<file path="src/rtl/checker_mode_dump_if.sv">
// Control-interface and read-port signals of the checker mode dump block.
// Latency: none, wiring only.
// Backpressure: rd_ready stalls requests; mode_ack paces quad word delivery.
interface checker_mode_dump_if;
  // control interface side
  logic        mode_start;
  logic [63:0] mode_addr;
  logic        mode_end;
  logic [63:0] mode_data;
  logic        mode_irq;
  logic        mode_ack;
  logic        mode_error;
  // memory read port side
  logic        rd_req;
  logic [63:0] rd_addr;
  logic        rd_ready;
  logic        rd_valid;
  logic [63:0] rd_data;
  logic        rd_err;

  // the dump block drives requests and results
  modport master (
    input  mode_start, mode_addr, mode_ack, rd_ready, rd_valid, rd_data, rd_err,
    output mode_end, mode_data, mode_irq, mode_error, rd_req, rd_addr
  );

  // control interface and memory model
  modport slave (
    output mode_start, mode_addr, mode_ack, rd_ready, rd_valid, rd_data, rd_err,
    input  mode_end, mode_data, mode_irq, mode_error, rd_req, rd_addr
  );
endinterface

</file>
<file path="src/rtl/checker_mode_dump.sv">
// Reads QWORDS quad words from mode_addr and hands each one to the control interface.
// Latency: mode_irq one cycle after rd_valid; next rd_req one cycle after mode_ack.
// Backpressure: holds rd_req until rd_ready; waits on mode_ack before each next fetch.
module checker_mode_dump #(
  parameter int QWORDS  = 512,
  parameter int TIMEOUT = 1024
) (
  input logic                 sys_clk,
  input logic                 sys_rst,
  checker_mode_dump_if.master bus
);

  typedef enum logic [2:0] {
    IDLE      = 3'd0,
    REQ       = 3'd1,
    WAIT_DATA = 3'd2,
    WAIT_ACK  = 3'd3,
    DONE      = 3'd4
  } state_t;

  localparam logic [15:0] LAST_IDX = 16'(QWORDS - 1);
  localparam logic [31:0] TO_LAST  = 32'(TIMEOUT - 1);

  state_t      state;
  logic [15:0] index;
  logic [31:0] tcount;
  logic        mode_end;
  logic        mode_error;
  logic        mode_irq;
  logic [63:0] mode_data;
  logic        rd_req;
  logic [63:0] rd_addr;

  // byte offset within a quad word is meaningless for aligned reads
  logic unused_addr_lsbs;
  assign unused_addr_lsbs = ^bus.mode_addr[2:0];

  assign bus.mode_end   = mode_end;
  assign bus.mode_error = mode_error;
  assign bus.mode_irq   = mode_irq;
  assign bus.mode_data  = mode_data;
  assign bus.rd_req     = rd_req;
  assign bus.rd_addr    = rd_addr;

  // Run sequencer: request, await response, hand over, await ack, repeat.
  always_ff @(posedge sys_clk or negedge sys_rst) begin
    if (!sys_rst) begin
      state      <= IDLE;
      index      <= '0;
      tcount     <= '0;
      mode_end   <= 1'b0;
      mode_error <= 1'b0;
      mode_irq   <= 1'b0;
      mode_data  <= '0;
      rd_req     <= 1'b0;
      rd_addr    <= '0;
    end else begin
      // end/error are single-cycle pulses
      mode_end   <= 1'b0;
      mode_error <= 1'b0;
      case (state)
        IDLE: begin
          if (bus.mode_start) begin
            index   <= '0;
            rd_addr <= {bus.mode_addr[63:3], 3'b000};
            rd_req  <= 1'b1;
            state   <= REQ;
          end
        end
        REQ: begin
          if (!bus.mode_start) begin
            rd_req   <= 1'b0;
            mode_irq <= 1'b0;
            state    <= IDLE;
          end else if (bus.rd_ready) begin
            rd_req <= 1'b0;
            tcount <= '0;
            state  <= WAIT_DATA;
          end
        end
        WAIT_DATA: begin
          // abort beats error beats timeout beats data
          if (!bus.mode_start) begin
            rd_req   <= 1'b0;
            mode_irq <= 1'b0;
            state    <= IDLE;
          end else if (bus.rd_valid && bus.rd_err) begin
            mode_error <= 1'b1;
            state      <= DONE;
          end else if ((TIMEOUT != 0) && (tcount == TO_LAST)) begin
            mode_error <= 1'b1;
            state      <= DONE;
          end else if (bus.rd_valid) begin
            mode_data <= bus.rd_data;
            mode_irq  <= 1'b1;
            state     <= WAIT_ACK;
          end else begin
            tcount <= tcount + 32'd1;
          end
        end
        WAIT_ACK: begin
          if (!bus.mode_start) begin
            rd_req   <= 1'b0;
            mode_irq <= 1'b0;
            state    <= IDLE;
          end else if (bus.mode_ack) begin
            // cleared on the ack edge so the control side samples it low
            mode_irq <= 1'b0;
            if (index == LAST_IDX) begin
              mode_end <= 1'b1;
              state    <= DONE;
            end else begin
              index   <= index + 16'd1;
              rd_addr <= rd_addr + 64'd8;
              rd_req  <= 1'b1;
              state   <= REQ;
            end
          end
        end
        DONE: begin
          // no restart until the control side has released start
          if (!bus.mode_start) begin
            state <= IDLE;
          end
        end
        default: begin
          rd_req   <= 1'b0;
          mode_irq <= 1'b0;
          state    <= IDLE;
        end
      endcase
    end
  end

endmodule

</file>
<file path="src/flat_wrapper.sv">
// flat-port wrapper written by rule: the top's interface ports become plain ports
module checker_mode_dump_flat 
#(
  parameter int QWORDS  = 512,
  parameter int TIMEOUT = 1024
)
  (sys_clk, sys_rst, bus_mode_start, bus_mode_addr, bus_mode_ack, bus_rd_ready, bus_rd_valid, bus_rd_data, bus_rd_err, bus_mode_end, bus_mode_data, bus_mode_irq, bus_mode_error, bus_rd_req, bus_rd_addr);
  checker_mode_dump_if bus_i ();
  input logic sys_clk;
  input logic sys_rst;
  input wire logic [$bits(bus_i.mode_start)-1:0] bus_mode_start;
  input wire logic [$bits(bus_i.mode_addr)-1:0] bus_mode_addr;
  input wire logic [$bits(bus_i.mode_ack)-1:0] bus_mode_ack;
  input wire logic [$bits(bus_i.rd_ready)-1:0] bus_rd_ready;
  input wire logic [$bits(bus_i.rd_valid)-1:0] bus_rd_valid;
  input wire logic [$bits(bus_i.rd_data)-1:0] bus_rd_data;
  input wire logic [$bits(bus_i.rd_err)-1:0] bus_rd_err;
  output wire logic [$bits(bus_i.mode_end)-1:0] bus_mode_end;
  output wire logic [$bits(bus_i.mode_data)-1:0] bus_mode_data;
  output wire logic [$bits(bus_i.mode_irq)-1:0] bus_mode_irq;
  output wire logic [$bits(bus_i.mode_error)-1:0] bus_mode_error;
  output wire logic [$bits(bus_i.rd_req)-1:0] bus_rd_req;
  output wire logic [$bits(bus_i.rd_addr)-1:0] bus_rd_addr;
  assign bus_i.mode_start = bus_mode_start;
  assign bus_i.mode_addr = bus_mode_addr;
  assign bus_i.mode_ack = bus_mode_ack;
  assign bus_i.rd_ready = bus_rd_ready;
  assign bus_i.rd_valid = bus_rd_valid;
  assign bus_i.rd_data = bus_rd_data;
  assign bus_i.rd_err = bus_rd_err;
  assign bus_mode_end = bus_i.mode_end;
  assign bus_mode_data = bus_i.mode_data;
  assign bus_mode_irq = bus_i.mode_irq;
  assign bus_mode_error = bus_i.mode_error;
  assign bus_rd_req = bus_i.rd_req;
  assign bus_rd_addr = bus_i.rd_addr;
  checker_mode_dump #(.QWORDS(QWORDS), .TIMEOUT(TIMEOUT)) u_core (.sys_clk(sys_clk), .sys_rst(sys_rst), .bus(bus_i));
endmodule
</file>
<file path="config.mk">
export PLATFORM = sky130hd
export DESIGN_NAME = checker_mode_dump_flat
export DESIGN_NICKNAME = d
export VERILOG_FILES = /design/src/rtl/checker_mode_dump_if.sv /design/src/rtl/checker_mode_dump.sv /design/src/flat_wrapper.sv
export SDC_FILE = /design/constraint.sdc
export NUM_CORES = 1
export LEC_CHECK = 0
export BUFFER_PORTS_ARGS = -buffer_cell sky130_fd_sc_hd__buf_2
export CAP_MARGIN = 10
export CORE_MARGIN = 2
export CORE_UTILIZATION = 48
export CTS_CLUSTER_SIZE = 20
export DETAILED_ROUTE_END_ITERATION = 6
export GPL_TIMING_DRIVEN = 0
export PLACE_DENSITY_LB_ADDON = 0.15
export SLEW_MARGIN = 15
export SYNTH_ARGS = -nofsm -noshare
export SYNTH_HDL_FRONTEND = slang
export SYNTH_SLANG_ARGS = --single-unit
</file>
<file path="constraint.sdc">
create_clock -name sys_clk -period 2.3 [get_ports sys_clk]
set_input_delay 0.46 -clock sys_clk [delete_from_list [all_inputs] [get_ports sys_clk]]
set_output_delay 0.46 -clock sys_clk [all_outputs]
set_load 0.05 [all_outputs]
</file>
==> results of run 1 <==
-- metrics by stage --
step                worst slack [ps]  TNS, ps  cells
detailed placement              -643   -62730   1510
CTS                            -55.1    -1630   1552
finish                          12.7        0   1578
global route                   -69.6    -1780   1576
global placement               -2630  -475680   1508
floorplan                      0.373        0    983
-- synth_stat cells (all sizes together) (11+ instances only) --
library cell / count
xnor2: 29
and3: 16
clkbuf: 36
and4: 11
inv: 13
nand3: 47
o21ai: 51
mux2: 65
nand2: 96
nor4: 21
nor3: 26
or3: 13
o22a: 11
o22ai: 23
dfrtp: 180
a21oi: 86
buf: 21
nand4: 33
nor2: 87
-- what timing repair did --
item	in CTS	in global routing
gates resized for setup	65	62
endpoints found under the setup margin	158	160
cloned	1	0
pin swaps	3	13
setup buffers	11	25
hold endpoints to repair	41	0
hold buffers	1	0
-- cell families (layout without fill, tap and decap cells) --
group,count (synthesis),in the layout,share of synthesized area [%]
compound gates,249,249,16.9
xor+xnor,32,32,2.99
fa+ha+maj,3,3,0.400
buf+inv,70,396,3.16
flops,180,180,48.0
mux,67,67,8.02
other cells,1,6,0.0400
simple gates,379,380,20.5
-- report_power, final --
part           internal (W)  switching [W]
clock network       0.00157        0.00146
logic               0.00233        0.00632
registers           0.00425        0.00113
-- state kept, by name (all words and copies together) (netlist names) --
signal,cells
u_core.bus.mode_end,1
u_core.bus.mode_error,1
u_core.state,3
u_core.bus.rd_req,1
u_core.bus.mode_irq,1
u_core.bus.rd_addr,61
u_core.bus.mode_data,64
u_core.index,16
u_core.tcount,32
-- per-layer routing --
metal  GRT usage [%]  vias to the layer above  wire length, microns
met3            7.76                       74                  3080
met1            41.4                     4536                 12900
met2            45.6                      514                 15100
li1                -                     4274                     -
met5               0                        -                    11
met4            12.0                        2                   850
-- critical path: cells and delay by family (launching register included) --
family | cells | cell delay (ps)
buffers and inverters | 2 | 320
flip-flops | 1 | 430
AO/OA/AOI/OAI | 3 | 660
AND/OR/NAND/NOR | 3 | 780
-- layout make-up --
cell class	count	area share, %
multi-input cells	734	39.4
flip-flops and latches	180	36.5
repair buffers	299	13.3
clock buffers	18	3.45
plain buffers	52	2.75
well taps	265	2.66
clock inverters	14	1.43
inverters	13	0.392
diodes	3	0.0603
-- final timing paths --
path | to | start
setup / recovery | u_core.bus.rd_addr[46] | u_core.bus.rd_addr[14]
hold / removal | u_core.bus.mode_data[59] | bus_rd_data[59]
setup reg to reg | u_core.bus.rd_addr[46] | u_core.bus.rd_addr[14]
hold reg to reg | u_core.bus.mode_irq | u_core.bus.mode_irq
max in group asynchronous | u_core.bus.rd_addr[27] | sys_rst
min in group asynchronous | u_core.index[4] | sys_rst
==> metrics.md, run 1 <==
| Metric | Value |
|---|---|
| Design area | `~0.012 sq mm` |
| CTS tree | `built` |
| Least-Margin Pin Slew | `approximately 680 ps` |
| Cell area after placement | `between 0.01 and 0.015 sq mm` |
| CP arrival | `2660 ps` |
| Final WL | `approximately 32 mm` |
| DP HPWL | `21.9 mm` |
| Largest net degree at the start of global routing | `between 70 and 80` |
| Root buffer cell | `clkbuf_16` |
| Final setup fails | `0` |
| Buffers on Ports | `260` |
| Initial antenna violation count | `2` |
| Yosys top cell area share | `48.0%` |
| Fmax | `0.437 GHz` |
| Relative slew slack | `54.6%` |
| Synth Register Bits | `between 150 and 200` |
| Slowest-stage cell, CP | `dfrtp_2` |
| WHS | `about 240 ps` |
| Commonest cells after routing, fill and taps aside | `buf_2 (263), dfrtp_1 (145), nand2_1 (93)` |
| IO Count | `267` |
| Detailed-route via count | `about 9,400` |
| Worst R2R Path Depth | `8` |
| Slew Viols, Final | `0` |
| Row count | `51` |
| Initial drt markers | `slightly above 1,000` |
| Period minus WS final | `2290 ps` |
| CP peak stage delay | `~430 ps` |
| Area growth syn-to-layout | `32.8%` |
| Clk_lat worst skew | `around 450 ps` |
| Layout filler cell count | `between 1,500 and 2,000` |
| Die area | `around 0.021 sq mm` |
| Starting Density | `between 40% and 50%` |
| Mapped Cells | `981` |
| Drt drc | `0` |
| CTS Buffer Depth | `2` |
| Worst setup EP type | `flip-flop` |
| CTS Buf Count | `17` |
| Leakage power | `roughly 5.6 nW` |
| Crit-path max FO | `10` |
| Remaining Overflow, GRT | `0` |
| Number of global-route vias before repair | `a little under 9,000` |
| Tcrit/Tclk final | `~100%` |
| Layout cells sized above 1 | `40.6%` |
| CP Cell Sequence | `nand4_1 -> nor2_4 -> nand4_1 -> buf_4 -> buf_4 -> o41ai_1 -> a21oi_1 -> a21oi_1` |
| Ys async rst share | `between 90% and 100%` |
| Setup Skew | `13.4 ps` |
| Main synth FF type | `dfrtp_1` |
| WL/cell | `about 20 microns` |
| Max_cap viols | `0` |
| Hold Violations, Final | `0` |
| CTS Sinks | `180` |
| Synth unique cells | `65` |
| Number of flops mapped to enable cells by yosys | `0` |
| Critical Path RT | `2670 ps` |
| Worst reg-to-reg setup slack | `10 ps` |
| Die X | `approximately 140 microns` |
| Fin nets | `around 1,400` |
| H-tree Lvls | `4` |
| Leading area contributor after synthesis | `dfrtp_1` |
| Worst setup SP type | `flip-flop` |
| Worst hold path depth | `2` |
| Drt pass-1 iters | `5` |
| Footprint of the multi-input gates | `around 0.0049 sq mm` |
| Sequential cell area | `0.00455 sq mm` |
| Commonest non-fill, non-tap cell in the layout | `buf_2` |
| Syn_area_per_cell | `around 9.6 sq um` |
| GPL Wtd Cong | `just over 0.9` |
| Hold WC Path Type | `primary input to flip-flop` |
| Die Y | `~140 microns` |
| YS warnings | `0` |
| Outcome | `finished, final reports clean` |
| Worst Setup Path Type | `flip-flop to flip-flop` |
| Peak supply drop | `roughly 850 uV` |
| First-pass GRT wire length | `between 40 and 50 mm` |
| Core area | `about 0.019 sq mm` |
| Final core occ | `between 60% and 70%` |
| Clock slew at reported path FFs | `roughly 80 ps` |
| Tot Pwr | `between 0.015 and 0.02 W` |
| Power per Cell Area | `between 1000 and 1500 mW/mm^2` |
| Dominant cells by area after synthesis | `dfrtp_1 (48%), mux2_2 (7.8%), a21oi_1 (4.6%)` |
| Sequential share of the synthesized area | `48.0%` |
| Final ANT Viol Nets | `0` |
| Vias/cell | `around 6` |
| Total Routing Usage GR | `around 30%` |
| Mapped Area | `between 0.009 and 0.01 sq mm` |
| Unrepaired setup endpoints after global routing | `true` |
(Power assumes the default switching activity.)
==> run 2: changes to the inputs <==
- ABC_AREA: not set -> 1
- CORE_UTILIZATION: 48 -> 50
- MAX_ROUTING_LAYER: not set -> met4
==> run 2 against run 1 <==
Effect of this change: critical path depth up 3; flip-flop and latch count unchanged; die area up 22%; clock power up 6%; largest cell class unchanged; largest power group unchanged; highest routed layer is now met4.
==> metrics.md, run 2 <==
| Metric | Value |
|---|---|
| Outcome | `finished, final reports clean` |
| CTS tree | `built` |
| P_sw | `about 0.010 W` |
| Leakage power | `roughly 7.5 nW` |
| Design area | `~0.014 sq mm` |
| Hold Violations, Final | `0` |
| Drt drc | `0` |
| Drt pass-1 iters | `7` |
| Leading area contributor after synthesis | `dfrtp_1` |
| Worst setup EP type | `flip-flop` |
| H-tree Lvls | `4` |
| Vias/cell | `~5.2` |
| Number of global-route vias before repair | `around 12,000` |
| Total Routing Usage GR | `33.1%` |
| Fmax | `about 0.46 GHz` |
| Peak supply drop | `~1400 uV` |
| Worst reg2reg startpoint | `u_core.index[0]` |
| Synth Register Bits | `180` |
| Commonest cells after routing, fill and taps aside | `nand2_1 (666), nor2_1 (290), buf_2 (265)` |
| Synth unique cells | `38` |
| Sequential share of power | `approximately 31%` |
| HP Start | `bus_rd_data[49]` |
| Setup crit start | `u_core.index[0]` |
| Core area | `between 0.02 and 0.025 sq mm` |
| YS warnings | `0` |
| CTS Sinks | `180` |
| Largest net degree at the start of global routing | `70` |
| Main synth FF type | `dfrtp_1` |
| Initial antenna violation count | `3` |
| Critical Path RT | `roughly 2600 ps` |
| Root buffer cell | `clkbuf_16` |
| Die area | `0.0252 sq mm` |
| Tcrit/Tclk final | `94.0%` |
| Syn_area_per_cell | `approximately 6.6 sq um` |
| Final setup fails | `0` |
| Sequential share of the synthesized area | `about 38%` |
| Int Power | `approximately 0.008 W` |
| CTS Buf Count | `17` |
| Most frequent cells after synthesis | `nand2_1 (666), nor2_1 (294), inv_1 (226)` |
| Power per Cell Area | `~1300 mW/mm^2` |
| Crit-path max FO | `10` |
| Worst Setup Path Type | `flip-flop to flip-flop` |
| First-pass GRT wire length | `approximately 63 mm` |
| Ys async rst share | `100%` |
| Hold WC Path Type | `primary input to flip-flop` |
| Clock slew at reported path FFs | `90 ps` |
| WL/cell | `about 17 microns` |
| Mapped Area | `0.0120 sq mm` |
| CP arrival | `roughly 2500 ps` |
| Setup Skew | `19.8 ps` |
| DP HPWL | `about 32 mm` |
| Top-count cell post-synth | `nand2_1` |
| Max reg flops | `64` |
| Fin nets | `around 2,300` |
| Worst reg-to-reg setup slack | `roughly 140 ps` |
| Max_cap viols | `0` |
| Worst setup SP type | `flip-flop` |
| Initial drt markers | `between 1,000 and 1,500` |
| Die Y | `159 microns` |
| IO Count | `roughly 270` |
| Starting Density | `approximately half` |
| Unrepaired setup endpoints after global routing | `false` |
| Slew Viols, Final | `0` |
| Final ANT Viol Nets | `0` |
| Worst R2R Path Depth | `11` |
| Period minus WS final | `about 2200 ps` |
| Mapped Cells | `~1,800` |
| Cell area after placement | `0.0137 sq mm` |
| Worst hold path depth | `3` |
| Dominant cells by area after synthesis | `dfrtp_1 (38%), nand2_1 (21%), nor2_1 (9.2%)` |
| Most flops, register | `u_core.bus.mode_data` |
| Yosys top cell area share | `a little under two fifths` |
| Number of flops mapped to enable cells by yosys | `0` |
| Row count | `56` |
| Least-Margin Pin Slew | `about 760 ps` |
| Biggest regs | `u_core.bus.mode_data (64), u_core.bus.rd_addr (61), u_core.tcount (32)` |
| Die X | `159 microns` |
| Clk pwr share | `between 10% and 20%` |
| WHS | `about 230 ps` |
| Combinational power share | `52.0%` |
| Final WL | `a little over 40 mm` |
| Remaining Overflow, GRT | `0` |
| GPL Wtd Cong | `between 1 and 1.5` |
| Clk_lat worst skew | `roughly 460 ps` |
| Area growth syn-to-layout | `20.9%` |
| Buffers on Ports | `260` |
| Commonest non-fill, non-tap cell in the layout | `nand2_1` |
| Switching Share | `roughly 56%` |
| Layout cells sized above 1 | `21.9%` |
| Relative slew slack | `49.2%` |
| CTS Buffer Depth | `2` |
| Detailed-route via count | `~13,000` |
[run 2: cell types whose count changed after synthesis, moves of 21 or more]
cell	before	now
nor4_1	21	0
clkbuf_1	36	14
mux2_2	65	0
xnor2_1	29	6
a21oi_1	86	13
o22ai_1	23	0
o21ai_2	0	67
nand3_1	47	108
xor2_1	3	29
nand2_1	96	666
inv_1	13	226
nor2_1	85	294
[run 2: through the flow]
stage / setup TNS (ps) / total power (W) / setup slack (ps) / instances / utilization, %
floorplan: 0 / 0.0123 / 159 / 1829 / -
global placement: -415390 / 0.0150 / -2320 / 2408 / 58.3
detailed placement: -2020 / 0.0152 / -328 / 2410 / 58.5
CTS: -232 / 0.0184 / -116 / 2444 / 61.4
global route: 0 / 0.0194 / 10.2 / 2447 / 61.7
finish: 0 / 0.0185 / 139 / 2447 / 61.7
[run 2: final timing paths]
kind | to
setup / recovery | u_core.bus.rd_addr[14]
hold / removal | u_core.bus.mode_data[49]
setup reg to reg | u_core.bus.rd_addr[14]
hold reg to reg | u_core.bus.mode_data[4]
max in group asynchronous | u_core.bus.rd_addr[35]
min in group asynchronous | u_core.tcount[16]
[run 2: power groups by stage]
stage	sequential [W]	clock, W	combinational [W]
2_1_floorplan	0.00890	0	0.00335
3_3_place_gp	0.00560	0	0.00938
3_5_place_dp	0.00561	0	0.00955
4_1_cts	0.00557	0.00325	0.00958
5_1_grt	0.00575	0.00336	0.0103
6_report	0.00564	0.00322	0.00961
[run 2: worst max-delay path, stage by stage (launching register included)]
cell and delay (ps):
dfrtp_2 440, ha_1 250, nand2_1 150, nor2_2 70, and2_4 180, nand2_1 150, nand2_4 110, nand2_4 180
buf_4 240, o21ai_0 140, nand2_1 90, nand2_1 60
[run 2: metal layers]
layer	GRT usage [%]	wire, microns	share of wire [%]	vias to the layer above
met3	6.87	3690	9.0	74
met5	-	0	0	-
li1	-	-	-	6157
met2	51.5	18700	45	530
met1	43.8	17700	43	5866
met4	9.63	1040	2.5	0
[run 2: cell type report]
cell class                      instances  area, sq um
Antenna cell                            3         7.51
Tap cell                              319          399
Clock buffer                           17          425
Sequential cell                       180         4510
Inverter                              235          885
Multi-Input combinational cell       1358         6210
Fill cell                            2268         9000
Timing Repair Buffer                  264         1380
Buffer                                 56          429
Clock inverter                         15          224
[run 2: cells by family (layout without fill, tap and decap cells)]
logic type	count (synthesis)	count (layout)	synth area share [%]
AO/OA/AOI/OAI	168	168	9.39
XOR/XNOR	35	35	2.56
adder cells (fa/ha/maj)	3	3	0.314
buffers and inverters	291	587	10.9
flip-flops	180	180	37.6
other	1	6	0.0313
AND/OR/NAND/NOR	1149	1149	39.2
[run 2: timing repair]
item / CTS / global route
gates resized for setup: 6 / 14
cloned: 0 / 0
pin swaps: 1 / 0
setup endpoints to repair: 27 / 78
hold buffers: 1 / 0
endpoints found under the hold margin: 50 / 0
buffers inserted: 1 / 0
